==> src/rtl/period_timer_ctrl.sv <==
// Programmable interval timer with prescaler and one-shot/periodic modes.
// State and all outputs update on the falling edge of clk.
module period_timer_ctrl #(
    parameter int N = 8,
    parameter int P = 4
) (
    input  logic         clk,
    input  logic         reset_n,
    input  logic         start,
    input  logic         stop,
    input  logic         periodic,
    input  logic [N-1:0] period,
    input  logic [P-1:0] prescale,
    output logic [N-1:0] count,
    output logic         tick,
    output logic         busy,
    output logic         done,
    output logic         err
);

    typedef enum logic [1:0] {
        IDLE = 2'd0,
        RUN  = 2'd1,
        DONE = 2'd2
    } state_t;

    state_t         state_q, state_d;
    logic [N-1:0]   count_q, count_d;
    logic [P-1:0]   psc_q, psc_d;
    logic [N-1:0]   period_q, period_d;
    logic [P-1:0]   prescale_q, prescale_d;
    logic           periodic_q, periodic_d;
    logic           tick_q, tick_d;
    logic           busy_q, busy_d;
    logic           done_q, done_d;
    logic           err_q, err_d;

    always_comb begin
        state_d    = state_q;
        count_d    = count_q;
        psc_d      = psc_q;
        period_d   = period_q;
        prescale_d = prescale_q;
        periodic_d = periodic_q;
        tick_d     = 1'b0;
        err_d      = 1'b0;

        if (stop) begin
            state_d = IDLE;
            count_d = '0;
            psc_d   = '0;
        end else if (start && period != '0) begin
            // Restart also suppresses any expiry due on this edge.
            state_d    = RUN;
            count_d    = '0;
            psc_d      = '0;
            period_d   = period;
            prescale_d = prescale;
            periodic_d = periodic;
        end else begin
            err_d = start;
            unique case (state_q)
                RUN: begin
                    if (psc_q == prescale_q) begin
                        psc_d = '0;
                        if (count_q == period_q - N'(1)) begin
                            count_d = '0;
                            tick_d  = 1'b1;
                            if (!periodic_q) state_d = DONE;
                        end else begin
                            count_d = count_q + N'(1);
                        end
                    end else begin
                        psc_d = psc_q + P'(1);
                    end
                end
                IDLE, DONE: ;
                default: state_d = IDLE;
            endcase
        end

        busy_d = (state_d == RUN);
        done_d = (state_d == DONE);
    end

    always_ff @(negedge clk or negedge reset_n) begin
        if (!reset_n) begin
            state_q    <= IDLE;
            count_q    <= '0;
            psc_q      <= '0;
            period_q   <= '0;
            prescale_q <= '0;
            periodic_q <= 1'b0;
            tick_q     <= 1'b0;
            busy_q     <= 1'b0;
            done_q     <= 1'b0;
            err_q      <= 1'b0;
        end else begin
            state_q    <= state_d;
            count_q    <= count_d;
            psc_q      <= psc_d;
            period_q   <= period_d;
            prescale_q <= prescale_d;
            periodic_q <= periodic_d;
            tick_q     <= tick_d;
            busy_q     <= busy_d;
            done_q     <= done_d;
            err_q      <= err_d;
        end
    end

    assign count = count_q;
    assign tick  = tick_q;
    assign busy  = busy_q;
    assign done  = done_q;
    assign err   = err_q;

endmodule

==> config.mk <==
export PLATFORM = sky130hd
export DESIGN_NAME = period_timer_ctrl
export DESIGN_NICKNAME = d
export VERILOG_FILES = /design/src/rtl/period_timer_ctrl.sv
export SDC_FILE = /design/constraint.sdc
export NUM_CORES = 1
export LEC_CHECK = 0
export CAP_MARGIN = 20
export CORE_ASPECT_RATIO = 0.8
export CORE_MARGIN = 3
export CORE_UTILIZATION = 47
export DETAILED_ROUTE_END_ITERATION = 10
export PLACE_DENSITY_LB_ADDON = 0.2
export SLEW_MARGIN = 20
export SYNTH_ARGS = -nofsm -noshare
export SYNTH_HDL_FRONTEND = slang
export SYNTH_SLANG_ARGS = --single-unit
==> constraint.sdc <==
create_clock -name clk -period 2.28 [get_ports clk]
set_clock_uncertainty 0.2 [all_clocks]
set_input_delay 0.57 -clock clk [delete_from_list [all_inputs] [get_ports clk]]
set_output_delay 0.57 -clock clk [all_outputs]
set_load 0.005 [all_outputs]
==> results.md <==
* I/O pin cnt at 29
* Initial DRC Count at 143
* Final slew viol count at 0
* Syn nets at 179
* Pleak at 1.27 nW
* Clock tree root driver cell: clkbuf_8
* Top-area cell type share of the netlist area at around 46%
* Post-route core utilization at a little over four fifths
* Final worst setup slack at -829 ps
* DR WL/cell at 20.3 um
* FF+latch count, synth at 31
* EDFF count, synth at 0
* Post-synth top area cell: dfrtn_1
* GRT overflow at 0
* Initial antenna violation count at 0
* Initial Util at 52.0%
* Slew margin rel. at between 50% and 60%
* Max Root-Sink Buffers at 2
* Top post-synthesis cells by area: dfrtn_1 (46%), mux2_2 (6.0%), xnor2_1 (4.6%)
* DIE AREA at 4370 um^2
* Hpwl dp at 3170 um
* CP endpoint kind: flop
* CTS tree: done
* Hold_buf cts at 0
* RSZ-0062 raised after global routing: yes
* CTS buffer count at 5
* Main synth FF type: dfrtn_1
* Routed Antenna Nets at 0
* CORE AREA at 3270 um^2
* Max-cap violations at 0
* PwrDens at 572 nW/um^2
* Setup Viol. Count Final at 43
* Clock sink count at 31
* Layout Nets at between 200 and 300
* Cells after synthesis at approximately 160
* Mapped Avg Cell Area at 10.7 um^2
* Via count at approximately 1.7k
* Post-DR vias/cell at roughly 6
* Multi-input gate area at 1080 um^2
* Drc violations at 0
* Total Power at roughly 1.6 mW
* FP Rows at 18
* Yosys warns at 0
* Largest net degree at the start of global routing at 32
* Clock-pin slew on the worst setup and hold paths at 50 ps
* Peak fanout along the critical path at 7
* Area delta synth->final at 61.6%
* Top cells by instance count after synthesis: dfrtn_1 (31), nand2_1 (15)
* Post-synthesis sequential area ratio at 45.7%
* Top-count cell post-synth: dfrtn_1
* Hold slack at 281 ps
* Layout cells sized above 1 at ~53%
* 1st-pass router iterations at 4
* PortBufs at 28
* Worst EP required at 1090 ps
* Critical Path Max Stage Delay at 320 ps
* Hold Path Class: flop to flop
* Diodes inserted at 0
* Startpoint types: input port
* Final Routed Wirelength at 5610 um
* Register Area at 776 um^2
* Gpl congestion at 0.880
* Area of the mapped netlist at between 1500 and 2000 um^2
* Violated checks: setup timing
* Peak VDD IR at 0.737 mV
* Dpl cells at 256
* Fill cells at 156
* CP max-delay cell: nor4_4
* Status: finished, violations left
* Fin cells at 276
* Crit path cell chain: buf_8 > nor4_4 > a21bo_4 > o211ai_1 > buf_4 > nand2_2 > a211o_1 > o21ai_1
* GR Util All Layers at 28.9%
* Final-report hold violation count at 0
* Unique masters post-synth at 43
* Vias in the first global route at 1,784
* First-pass GRT wire length at ~9100 um
* Clk Latency, worst-skew pair at roughly 300 ps
* Max H-tree Level at 2
* Critical Path AT at 1920 ps
* Die Wd at about 73 um
* Crit Path Category: input port to flop
* Die height at 59.8 um
* Worst-Margin Slew at 597 ps
* Synth async-reset ratio at 100%
-- state kept, by name, summed over array words and instances (netlist names) --
register / flops
count: 8
period_q: 8
prescale_q: 4
psc_q: 4
state_q: 2
busy: 1
done: 1
err: 1
periodic_q: 1
tick: 1
-- cells by family after synthesis --
kind of cell	after synthesis	share of synthesized area [%]
simple gates	59	21.0
flops	31	45.7
compound gates	27	13.2
xor+xnor	18	9.29
buf+inv	12	2.65
mux	9	5.97
fa+ha+maj	3	2.21
-- metal layers --
| layer | GRT usage, % | share of wire, % | vias up |
|---|---|---|---|
| li1 | - | - | 734 |
| met1 | 34.4 | 40 | 801 |
| met2 | 49.9 | 48 | 99 |
| met3 | 6.55 | 8.4 | 26 |
| met4 | 12.9 | 4.1 | 0 |
| met5 | 0 | 0 | - |
-- layout make-up --
| cell class | instances | area share [%] |
|---|---|---|
| timing repair buffer | 75 | 25.7 |
| sequential | 31 | 28.3 |
| inverter | 7 | 0.958 |
| multi-input combinational | 116 | 39.5 |
| tap | 40 | 1.82 |
| clock buffer | 6 | 2.64 |
| clock inverter | 1 | 1.09 |
-- cells in the final DEF (no fill, tap or decap), drive strengths merged, types with 4 or more instances in the layout --
master | Yosys | routed
dfrtn | 31 | 31
xor2 | 9 | 9
nor3b | 5 | 5
xnor2 | 9 | 9
nand2b | 4 | 4
nor2 | 9 | 9
mux2 | 9 | 9
o21ai | 5 | 5
nand4 | 7 | 7
buf | 1 | 67
nor4 | 5 | 5
inv | 7 | 7
clkdlybuf4s50 | 0 | 6
nand2 | 17 | 17
clkbuf | 4 | 6
-- metrics by stage --
| step | setup TNS, ps | instance area (um^2) | setup slack (ps) |
|---|---|---|---|
| final | -24660 | 2740 | -829 |
| after global routing | -26590 | 2740 | -890 |
| after CTS | -23630 | 2690 | -756 |
| after detailed placement | -48680 | 2320 | -1470 |
| after global placement | -47520 | 2320 | -1380 |
| after floorplan | -20390 | 1760 | -830 |
-- power breakdown --
part / switching [mW] / internal [mW] / leakage (nW)
combinational: 0.177 / 0.204 / 0.815
clock: 0.230 / 0.320 / 0.0513
sequential: 0.0424 / 0.594 / 0.402
-- final timing paths --
| kind | from | cells after the start | slack, ps | end |
|---|---|---|---|---|
| min in group asynchronous | reset_n | 2 | 1460 | err |
| worst min register to register | period_q[7] | 1 | 280 | period_q[7] |
| worst max-delay path | period[3] | 8 | -830 | count[7] |
| worst max register to register | period_q[1] | 10 | -270 | state_q[1] |
| worst min-delay path | period_q[7] | 1 | 280 | period_q[7] |
| max in group asynchronous | reset_n | 2 | 210 | periodic_q |
-- worst max-delay path: cells and delay by family --
kind	cells	cell delay, ps
AO/OA/AOI/OAI	4	600
buffers and inverters	2	350
AND/OR/NAND/NOR	2	390
-- repair_timing --
| action | 4_1_cts | 5_1_grt |
|---|---|---|
| resized for setup | 143 | 12 |
| cloned | 3 | 0 |
| pin swaps | 19 | 10 |
| setup buffers | 10 | 6 |
| endpoints found under the setup margin | 43 | 43 |
Note: power is estimated with default switching activity, not from simulation.
